<file path="config.mk">
export PLATFORM = sky130hd
export DESIGN_NAME = load_store_unit
export DESIGN_NICKNAME = d
export VERILOG_FILES = /design/src/rtl/load_store_unit_pkg.sv /design/src/rtl/load_store_unit_load_aligner.sv /design/src/rtl/load_store_unit.sv
export SDC_FILE = /design/constraint.sdc
export NUM_CORES = 1
export LEC_CHECK = 0
export ABC_AREA = 1
export BUFFER_PORTS_ARGS = -buffer_cell sky130_fd_sc_hd__buf_4
export CAP_MARGIN = 30
export CORE_MARGIN = 2
export CORE_UTILIZATION = 50
export DETAILED_ROUTE_END_ITERATION = 7
export MAX_ROUTING_LAYER = met4
export PLACE_DENSITY_LB_ADDON = 0.1
export REMOVE_ABC_BUFFERS = 1
export SYNTH_ARGS = -nofsm -noshare
export SYNTH_HDL_FRONTEND = slang
export SYNTH_SLANG_ARGS = --single-unit
</file>
<file path="constraint.sdc">
create_clock -name clk -period 8.2 [get_ports clk]
set_input_delay 0.82 -clock clk [delete_from_list [all_inputs] [get_ports clk]]
set_output_delay 0.82 -clock clk [all_outputs]
set_load 0.02 [all_outputs]
</file>
<file path="src/rtl/load_store_unit_pkg.sv">
// rtl/load_store_unit_pkg.sv - funct3 width codes, FSM states and size decode for the LSU
package load_store_unit_pkg;

  // RV32I load/store width codes
  localparam logic [2:0] F3_B  = 3'b000;
  localparam logic [2:0] F3_H  = 3'b001;
  localparam logic [2:0] F3_W  = 3'b010;
  localparam logic [2:0] F3_BU = 3'b100;
  localparam logic [2:0] F3_HU = 3'b101;

  typedef enum logic [1:0] {
    ST_IDLE    = 2'd0,
    ST_REQUEST = 2'd1,
    ST_WAIT    = 2'd2
  } lsu_state_t;

  typedef enum logic [1:0] {
    SZ_B = 2'd0,
    SZ_H = 2'd1,
    SZ_W = 2'd2
  } access_size_t;

  // Unused codes (011, 110, 111) fall through to a full word access
  function automatic access_size_t size_of(input logic [2:0] funct3);
    case (funct3)
      F3_B, F3_BU: size_of = SZ_B;
      F3_H, F3_HU: size_of = SZ_H;
      default:     size_of = SZ_W;
    endcase
  endfunction

endpackage

</file>
<file path="src/rtl/load_store_unit_load_aligner.sv">
// rtl/load_store_unit_load_aligner.sv - shifts a read word down to its byte offset and extends it
module load_store_unit_load_aligner
  import load_store_unit_pkg::*;
(
  input  logic [31:0] rdata,
  input  logic [1:0]  offset,
  input  logic [2:0]  funct3,
  output logic [31:0] data
);

  logic [31:0] shifted;

  // Right-shift by whole bytes, then sign- or zero-extend by width code
  always_comb begin
    shifted = rdata >> {offset, 3'b000};
    case (funct3)
      F3_B:    data = {{24{shifted[7]}}, shifted[7:0]};
      F3_BU:   data = {24'd0, shifted[7:0]};
      F3_H:    data = {{16{shifted[15]}}, shifted[15:0]};
      F3_HU:   data = {16'd0, shifted[15:0]};
      default: data = shifted;
    endcase
  end

endmodule

</file>
<file path="src/rtl/load_store_unit.sv">
// rtl/load_store_unit.sv - single-outstanding load/store unit; optional LSU_MISALIGN_TRAP_EN adds misaligned trap port
module load_store_unit
  import load_store_unit_pkg::*;
#(
  parameter int ADDRESS_WIDTH = 32,
  parameter int DATA_WIDTH    = 32
) (
  input  logic                     clk,
  input  logic                     reset,
  input  logic                     ex_valid,
  output logic                     ex_ready,
  input  logic                     ex_load,
  input  logic                     ex_store,
  input  logic [2:0]               ex_funct3,
  input  logic [ADDRESS_WIDTH-1:0] ex_address,
  input  logic [31:0]              ex_store_data,
  input  logic [4:0]               ex_rd,
  output logic                     mem_req,
  output logic                     mem_we,
  output logic [ADDRESS_WIDTH-1:0] mem_addr,
  output logic [DATA_WIDTH-1:0]    mem_wdata,
  output logic [3:0]               mem_be,
  input  logic                     mem_gnt,
  input  logic                     mem_rvalid,
  input  logic [DATA_WIDTH-1:0]    mem_rdata,
`ifdef LSU_MISALIGN_TRAP_EN
  output logic                     misaligned,
`endif
  output logic                     wb_valid,
  output logic [4:0]               wb_rd,
  output logic [31:0]              wb_data
);

  lsu_state_t   state, next_state;
  access_size_t ex_size;
  logic [1:0]   ex_offset;
  logic         offer;
  logic         trap;
  logic         take;
  logic         store_q;
  logic [2:0]   funct3_q;
  logic [1:0]   offset_q;
  logic [4:0]   rd_q;
  logic [31:0]  aligned;

  assign ex_size = size_of(ex_funct3);
  // Low address bits that don't belong to the access width are dropped
  assign ex_offset = (ex_size == SZ_B) ? ex_address[1:0] :
                     (ex_size == SZ_H) ? {ex_address[1], 1'b0} : 2'b00;
  assign offer = (state == ST_IDLE) && ex_valid && (ex_load || ex_store);

`ifdef LSU_MISALIGN_TRAP_EN
  assign trap = ((ex_size == SZ_H) && ex_address[0]) ||
                ((ex_size == SZ_W) && (ex_address[1:0] != 2'b00));
`else
  assign trap = 1'b0;
`endif

  assign take = offer && !trap;

  // State register
  always_ff @(posedge clk or posedge reset) begin
    if (reset) state <= ST_IDLE;
    else       state <= next_state;
  end

  // Next-state logic
  always_comb begin
    next_state = state;
    case (state)
      ST_IDLE:    if (take) next_state = ST_REQUEST;
      ST_REQUEST: if (mem_gnt) next_state = store_q ? ST_IDLE : ST_WAIT;
      ST_WAIT:    if (mem_rvalid) next_state = ST_IDLE;
      default:    next_state = ST_IDLE;
    endcase
  end

  // FSM-decoded outputs
  always_comb begin
    ex_ready = (state == ST_IDLE);
    mem_req  = (state == ST_REQUEST);
    mem_we   = (state == ST_REQUEST) && store_q;
  end

  // Capture the accepted instruction and pre-compute the memory request fields
  always_ff @(posedge clk or posedge reset) begin
    if (reset) begin
      store_q   <= 1'b0;
      funct3_q  <= 3'b000;
      offset_q  <= 2'b00;
      rd_q      <= 5'd0;
      mem_addr  <= '0;
      mem_wdata <= '0;
      mem_be    <= 4'b0000;
    end else if (take) begin
      store_q  <= ex_store;
      funct3_q <= ex_funct3;
      offset_q <= ex_offset;
      rd_q     <= ex_rd;
      mem_addr <= {ex_address[ADDRESS_WIDTH-1:2], 2'b00};
      case (ex_size)
        SZ_B: begin
          mem_be    <= 4'b0001 << ex_offset;
          mem_wdata <= {4{ex_store_data[7:0]}};
        end
        SZ_H: begin
          mem_be    <= 4'b0011 << ex_offset;
          mem_wdata <= {2{ex_store_data[15:0]}};
        end
        default: begin
          mem_be    <= 4'b1111;
          mem_wdata <= ex_store_data;
        end
      endcase
    end
  end

`ifdef LSU_MISALIGN_TRAP_EN
  // One-cycle trap pulse after a misaligned offer is consumed
  always_ff @(posedge clk or posedge reset) begin
    if (reset) misaligned <= 1'b0;
    else       misaligned <= offer && trap;
  end
`endif

  load_store_unit_load_aligner u_load_aligner (
    .rdata  (mem_rdata[31:0]),
    .offset (offset_q),
    .funct3 (funct3_q),
    .data   (aligned)
  );

  // Register the write-back result for one cycle when read data returns
  always_ff @(posedge clk or posedge reset) begin
    if (reset) begin
      wb_valid <= 1'b0;
      wb_rd    <= 5'd0;
      wb_data  <= 32'd0;
    end else begin
      wb_valid <= (state == ST_WAIT) && mem_rvalid;
      if ((state == ST_WAIT) && mem_rvalid) begin
        wb_rd   <= rd_q;
        wb_data <= aligned;
      end
    end
  end

endmodule

</file>
==> reports/qor.yml, run 1 <==
grt_pass1_wl_um: 25200
p_per_area_nw_per_um2: 420
grt_overflow: 0
tns_ns: 0
ys_ff_latch: 117
finalClockSkew_ns: 0.00522
worstSetupPathType: "flip-flop to flip-flop"
hold_class: "input port to async pin"
r2r-end: "wb_data[16]"
status: "complete, no violations"
synth-seq-area-share_pct: 52.3
clockRootBuffer: "clkbuf_8"
synth_area_leaders: "dfrtp_1 (52%), nand2_1 (23%), nand3_1 (5.3%), inv_1 (3.0%), o21ai_0 (2.5%)"
r2r-start: "offset_q[0]"
path_cells: "inv_4 -> nand2_1 -> nand3_1 -> nand3_2 -> nand3_1 -> nand2_1 -> inv_1"
max_freq_mhz: 413
drt_iter0_drc: 415
rsz0062_at_grt: "false"
cp_num_buf_inv: 2
timing.slew.headroom_pct: 37.3
clk_pin_slew_worst_paths_ns: 0.06
path_max_fanout: 33
tightest_slew_ns: 0.941
synth_top_area_share_pct: 52.3
synthCells: 727
die_w_um: 110
synthToLayoutAreaGrowth_pct: 40.1
cts_made_buffers: 17
grt_pass1_vias: 5286
layout_commonest_cell: "nand2_1"
worst_ep_required_time_ns: 8.61
drv_cap: 0
drive_above_1_share_pct: 29.8
syn_area_per_cell_sq_um: 7.70
boundaryPins: 220
coreArea_sq_um: 10900
rows: 38
ctsResizeCount: 0
detail_route.wl_per_cell_um: 14.8
hold_viol_final: 0
vias: 5530
period_share_pct: 29.5
clock_latency_ns: 0.52
cp_slowest_cell: "dfrtp_1"
drc_errors: 0
finalMaxSlewViolations: 0
num-fill-cells: 851
fp.dieH_um: 110
critPathMaxStageDelay_ns: 0.95
grt_max_degree: 92
tritoncts: "built"
clk_path_buf_depth: 2
diodes: 0
routabilityCongestion: 0.830
ant_nets: 0
period_minus_slack_ns: 2.42
setup.worst_path.start_class: "flip-flop"
finalCoreUtilization_pct: 72.0
syn_area_sq_um: 5600
start_util_pct: 51.4
r2r_setup_slack_ns: 5.78
cp_top_family: "simple AND/OR/NAND/NOR gates"
synth_cell_type_count: 29
via_per_inst: 5.13
fin_nets: 1037
synth.largest_area_cell: "dfrtp_1"
htree_num_levels: 4
die_area_sq_um: 12100
grt_use_total_pct: 27.9
hold_ws_ns: 0.390
post-cts-setup-buffers: 0
setup_viol: 0
drt-total-wl_um: 15900
hpwl_um: 10600
p_leak_nw: 4.36
ir_drop_uv: 226
r2r_cells: 7
cp-end-kind: "flip-flop"
arrival_ns: 2.84
final_cell_mix: "nand2_1 (340), buf_4 (220), dfrtp_1 (117)"
port_buffers: 217
hold_buffers: 0
drt-pass1-iter-count: 5
numClockSinks: 117
antenna_found_initial: 0
yosys_warnings: 0
## report_power, final
group / leakage [nW] / switching (mW) / internal [mW] / total (mW)
sequential: 1.43 / 0.193 / 0.850 / 1.04
combinational: 2.62 / 0.875 / 0.575 / 1.45
clock: 0.306 / 0.265 / 0.539 / 0.804
total: 4.36 / 1.33 / 1.96 / 3.30
## stage by stage
stage,std cells,instance area [sq um],setup WS (ns),total power [mW]
finish,1079,7840,5.78,3.30
global route,1079,7840,5.61,3.50
CTS,1079,7840,5.79,3.32
detailed placement,1047,7200,5.53,2.49
global placement,1047,7200,5.58,2.45
floorplan,687,5370,4.28,1.85
## metal layers
| metal | track usage, % | vias up | part of all wire [%] |
|---|---|---|---|
| met5 | - | - | 0 |
| met4 | 10.1 | 0 | 2.1 |
| met3 | 7.59 | 34 | 9.2 |
| met2 | 43.0 | 249 | 48 |
| met1 | 35.5 | 2600 | 40 |
| li1 | - | 2647 | - |
## logic make-up after synthesis
| logic type | Yosys count | share of synthesized area [%] |
|---|---|---|
| and+or+nand+nor | 456 | 33.8 |
| DFF | 117 | 52.3 |
| buffers and inverters | 90 | 7.62 |
| AOI/OAI and AO/OA | 63 | 6.21 |
| other | 1 | 0.0670 |
## state kept, by name (all words and copies together) (netlist names)
register,count
mem_wdata,32
wb_data,32
mem_addr,30
rd_q,5
wb_rd,5
mem_be,4
funct3_q,3
offset_q,2
state,2
store_q,1
wb_valid,1
## final cells by class
cell class              count  area [sq um]  share of cell area, %
inverters                  49           194                   2.47
well taps                 140           175                   2.23
clock buffers              19           442                   5.63
multi-input cells         521          2250                   28.7
clock inverters            13           204                   2.60
flip-flops and latches    117          2930                   37.3
repair buffers            220          1650                   21.1
## synth_stat cells (all sizes together)
library cell  count
a21oi            18
buf              32
clkbuf            9
conb              1
dfrtp           117
inv              49
nand2           342
nand3            61
nand3b            2
nand4             1
nor2             24
nor3              3
o211ai            7
o21a              5
o21ai            32
o21bai            1
or2              23
## worst max-delay path by stage
stage,startpoint,end,slack [ns],cells past startpoint
after detailed placement,ex_store,mem_be[3],5.53,7
after global routing,offset_q[0],wb_data[25],5.61,7
after CTS,offset_q[0],wb_data[16],5.79,7
after floorplan,reset,funct3_q[0],4.28,1
final,offset_q[0],wb_data[16],5.78,7
after global placement,ex_store,funct3_q[1],5.58,7
Power figures use the tool's default switching activity.
==> inputs of run 2 (changes only) <==
- ABC_AREA: 1 -> 0
- CORE_UTILIZATION: 50 -> 48
- clock period: 8.2 -> 2.3 ns (I/O delays scaled with it)
==> reports/qor.yml, run 2 <==
yosys_warnings: 0
fin_nets: 847
synth_cell_type_count: 33
ctsResizeCount: 0
ys_ff_latch: 117
synth.largest_area_cell: "dfrtp_1"
start_util_pct: 48.8
ys.flop_type: "dfrtp_1"
timing.slew.headroom_pct: 55.8
synth_top_family_by_area: "multiplexers"
drive_above_1_share_pct: 42.8
arrival_ns: 2.27
met2_usage_pct: 44.5
tritoncts: "built"
grt_overflow: 0
rows: 38
die_area_sq_um: 11800
synth_xor_xnor_area_share_pct: 0
period_minus_slack_ns: 1.83
synthSimpleGateAreaFrac_pct: 9.03
min_from: "ex_store_data[30]"
synth_compound_area_share_pct: 11.8
status: "complete, no violations"
r2r-end: "wb_data[9]"
boundaryPins: 220
swShare_pct: 36.3
drt_iter0_drc: 197
synthToLayoutAreaGrowth_pct: 57.2
synth_most_common_cell: "dfrtp_1"
grt_pass1_wl_um: 23300
cp_num_buf_inv: 0
drc_errors: 0
top_regs: "mem_wdata (32), wb_data (32), mem_addr (30)"
p_per_area_nw_per_um2: 1390
clk_path_buf_depth: 2
pre_cts_ws_ns: 0.513
finalClockSkew_ns: 0.00568
async_flop_share_pct: 100
synth_top_area_share_pct: 55.8
synthCells: 459
drt-total-wl_um: 14900
via_per_inst: 5.13
final_cell_mix: "buf_4 (227), dfrtp_1 (117), nand2_1 (71)"
synth_area_leaders: "dfrtp_1 (56%), mux2_2 (12%), mux2i_1 (7.6%), nand2_1 (5.1%), o21ai_0 (3.7%)"
finalPower_mw: 11.5
cts_made_buffers: 17
hold_viol_final: 0
worst_ep_required_time_ns: 2.74
grt_max_degree: 104
min_path_cells: 3
postLayoutSetupSlackWorst_ns: 0.469
drv_cap: 0
syn_area_sq_um: 5250
rsz0062_at_grt: "false"
worstSetupPathType: "flip-flop to flip-flop"
r2r-start: "offset_q[1]"
clock_latency_ns: 0.51
ant_nets: 0
setup.worst_path.start_class: "flip-flop"
p_leak_nw: 3.98
clock_power_share_pct: 24.3
synth-adder-area-share_pct: 0
critPathMaxStageDelay_ns: 0.64
p_int_mw: 7.31
period_share_pct: 79.6
clk_pin_slew_worst_paths_ns: 0.06
die_w_um: 109
p_comb_share_pct: 43.4
finalMaxSlewViolations: 0
hold_class: "input port to flip-flop"
r2r_setup_slack_ns: 0.47
synth_edf_count: 0
vias: 4555
regArea_sq_um: 2930
path_cells: "mux4_2 -> nand2b_1 -> a21oi_1 -> a22o_1"
grt_pass1_vias: 4716
switchingPower_mw: 4.16
fp.dieH_um: 109
met3_usage_pct: 6.21
cp_top_family: "compound AO/OA/AOI/OAI gates"
finalCoreUtilization_pct: 76.8
hold_end: "mem_wdata[30]"
detail_route.wl_per_cell_um: 16.8
fin_cells: 888
cp-end-kind: "flip-flop"
coreArea_sq_um: 10700
busiest_layer: "met2"
routabilityCongestion: 0.871
post-cts-setup-buffers: 0
netlist_top_cells_count: "dfrtp_1 (117), nand2_1 (71), mux2_2 (54), mux2i_1 (40), o21ai_0 (39)"
dp_cells: 797
hpwl_um: 9670
numClockSinks: 117
grtUsageMet1_pct: 31.8
num-fill-cells: 738
diodes: 0
hold_buffers: 60
layout_commonest_cell: "buf_4"
grt_use_total_pct: 26.7
cp_slowest_cell: "dfrtp_1"
synth.area.mux_share_pct: 20.1
ir_drop_uv: 909
path_max_fanout: 12
setup_viol: 0
clockRootBuffer: "clkbuf_8"
port_buffers: 217
htree_num_levels: 4
synth-seq-area-share_pct: 55.8
multi_input_comb_area_sq_um: 2150
tightest_slew_ns: 0.663
drt-pass1-iter-count: 5
syn_area_per_cell_sq_um: 11.4
sequentialPowerShare_pct: 32.4
r2r_cells: 4
max_freq_mhz: 546
antenna_found_initial: 0
==> run 2: changes by cell type in the layout (fill, tap and decap cells not counted), moves of 11 or more <==
cell           delta
mux2i_1          +40
nand2_1         -269
inv_1            -40
nand3_1          -59
o21ai_0          +11
or2_2            -15
mux2_2           +54
dlygate4sd3_1    +60
o22a_1           +16
==> run 2: how the worst max path moves through the flow <==
stage	start	slack, ns	cells past startpoint	endpoint
after floorplan	ex_store	-2.69	2	funct3_q[0]
after global placement	offset_q[1]	0.59	5	wb_data[25]
after detailed placement	offset_q[1]	0.51	4	wb_data[13]
after CTS	offset_q[1]	0.49	4	wb_data[9]
after global routing	offset_q[1]	0.36	4	wb_data[13]
final	offset_q[1]	0.47	4	wb_data[9]
==> run 2: final cells by class <==
| class | instances | share of cell area (%) |
|---|---|---|
| Clock buffer | 22 | 5.85 |
| Clock inverter | 9 | 1.79 |
| Inverter | 5 | 0.258 |
| Multi-Input combinational cell | 306 | 26.1 |
| Sequential cell | 117 | 35.5 |
| Tap cell | 140 | 2.12 |
| Timing Repair Buffer | 289 | 28.4 |
==> run 2: power groups by stage <==
stage	clock [mW]	sequential [mW]	combinational, mW
after detailed placement	0	3.71	4.90
after global routing	2.93	3.83	5.33
after CTS	2.83	3.70	4.99
after global placement	0	3.65	4.81
after floorplan	0	4.79	1.64
final	2.79	3.71	4.98
==> run 2: worst reg2reg max path: cells and delay by family (launching register included) <==
| kind | cells | cell delay [ns] |
|---|---|---|
| muxes | 1 | 0.31 |
| AOI/OAI and AO/OA | 2 | 0.75 |
| DFF | 1 | 0.64 |
| and+or+nand+nor | 1 | 0.07 |
==> run 2: layer usage <==
metal,routed length (um),vias up
met2,7730,161
met5,0,-
met3,750,23
met1,6160,2214
li1,-,2157
met4,271,0
==> run 2: metrics by stage <==
step                hold slack, ns  TNS, ns  area, sq um
finish                      0.0237        0         8250
detailed placement           0.221        0         7020
CTS                        0.00345        0         8250
floorplan                    0.339  -330.43         5100
global route                0.0129        0         8250
global placement             0.216        0         7020
==> run 2: kinds of logic after synthesis <==
| group | Yosys count |
|---|---|
| mux | 96 |
| buf+inv | 37 |
| flops | 117 |
| compound gates | 95 |
| simple gates | 113 |
| other cells | 1 |
==> inputs of run 3 (changes only) <==
- clock period: 2.3 -> 1.77 ns (I/O delays scaled with it)
==> reports/qor.yml, run 3 (synthesis results as in run 2) <==
status: "complete, no violations"
coreArea_sq_um: 10700
hold_ws_ns: 0.0184
setup_viol: 0
finalCoreUtilization_pct: 79.4
dp_cells: 808
clk_pin_slew_worst_paths_ns: 0.06
cp_top_family: "flip-flops"
diodes: 0
grt_overflow: 0
min_from: "mem_rdata[24]"
via_per_inst: 5.18
drc_errors: 0
drt_iter0_drc: 216
max_freq_mhz: 614
die_w_um: 109
cts_made_buffers: 17
fp.dieH_um: 109
ant_nets: 0
postLayoutSetupSlackWorst_ns: 0.141
path_max_fanout: 59
start_util_pct: 48.8
r2r-start: "state[1]"
p_per_area_nw_per_um2: 1750
period_share_pct: 92.0
port_buffers: 217
detail_route.wl_per_cell_um: 17.0
htree_num_levels: 4
grt_use_total_pct: 28.6
finalInstanceArea_sq_um: 8530
cp_slowest_cell: "dfrtp_1"
vias: 4759
grt_pass1_vias: 5079
drive_above_1_share_pct: 42.4
hold_class: "input port to flip-flop"
crit_start: "state[1]"
numClockSinks: 117
finalClockSkew_ns: 0.00852
cp_num_buf_inv: 2
boundaryPins: 220
routabilityCongestion: 0.832
p_leak_nw: 4.11
hold_viol_final: 0
finalMaxSlewViolations: 0
layout_commonest_cell: "buf_4"
clock_latency_ns: 0.52
r2r_cells: 5
hold_end: "wb_data[24]"
tritoncts: "built"
worst_ep_required_time_ns: 2.17
die_area_sq_um: 11800
fin_cells: 919
path_cells: "nor2_1 -> o211ai_1 -> buf_4 -> buf_12 -> mux2_2"
clockRootBuffer: "clkbuf_8"
worstSetupPathType: "flip-flop to flip-flop"
drt-total-wl_um: 15600
r2r-end: "mem_addr[30]"
final_cell_mix: "buf_4 (235), dfrtp_1 (117), dlygate4sd3_1 (79)"
drv_cap: 0
postPlaceCellArea_sq_um: 7150
setup.worst_path.start_class: "flip-flop"
ir_drop_uv: 1210
arrival_ns: 2.03
min_path_cells: 3
grt_max_degree: 60
period_minus_slack_ns: 1.63
tns_ns: 0
grt_pass1_wl_um: 25100
rows: 38
top_regs: "mem_wdata (32), wb_data (32), mem_addr (30)"
antenna_found_initial: 0
pre_cts_ws_ns: 0.00302
clk_path_buf_depth: 2
cp-end-kind: "flip-flop"
r2r_setup_slack_ns: 0.14
synthToLayoutAreaGrowth_pct: 62.6
drt-pass1-iter-count: 4
tightest_slew_ns: 0.502
timing.slew.headroom_pct: 66.5
hpwl_um: 9860
finalPower_mw: 14.9
fin_nets: 878
critPathMaxStageDelay_ns: 0.41
rsz0062_at_grt: "false"
==> run 3: changes by cell type in the layout (fill, tap and decap cells not counted), sizes merged <==
cell | before | now
buf | 229 | 241
bufinv | 4 | 3
clkbuf | 22 | 21
clkinv | 4 | 5
clkinvlp | 1 | 2
dlygate4sd3 | 60 | 79
==> run 3: worst max-delay path by stage <==
stage,end,slack [ns],depth (start not counted)
2_1_floorplan,funct3_q[0],-3.17,2
3_3_place_gp,mem_wdata[4],0.06,4
3_5_place_dp,mem_wdata[4],0.003,4
6_report,mem_addr[30],0.14,5
4_1_cts,mem_addr[27],0.10,4
5_1_grt,mem_addr[2],0.07,5
==> run 3: cell type report <==
type,instances,area [sq um]
clock buffers,21,449
well taps,140,175
fillers,662,2210
multi-input cells,306,2150
flip-flops and latches,117,2930
repair buffers,320,2680
inverters,5,21.3
clock inverters,10,130
==> run 3: routing by layer <==
| layer | track usage, % | vias up | part of all wire, % |
|---|---|---|---|
| met5 | - | - | 0 |
| met4 | 10.8 | 0 | 2.6 |
| met3 | 8.44 | 38 | 6.7 |
| met2 | 48.2 | 189 | 52 |
| met1 | 32.3 | 2300 | 39 |
| li1 | - | 2232 | - |
==> run 3: worst reg2reg max path: cells and delay by family, from the launching register on <==
family | cells | cell delay (ns)
AO/OA/AOI/OAI | 1 | 0.15
buffers and inverters | 2 | 0.40
flip-flops | 1 | 0.41
multiplexers | 1 | 0.33
AND/OR/NAND/NOR | 1 | 0.23
==> run 3: report_power, final <==
group / internal (mW) / switching [mW] / leakage (nW)
clock: 2.20 / 1.20 / 0.283
combinational: 3.21 / 3.54 / 2.41
sequential: 3.99 / 0.807 / 1.41
==> run 3: what timing repair did <==
| item | in CTS | in global routing |
|---|---|---|
| setup buffers | 0 | 1 |
| hold buffers | 79 | 0 |
| endpoints found under the setup margin | 0 | 31 |
| hold endpoints to repair | 114 | 0 |
| resized for setup | 0 | 0 |
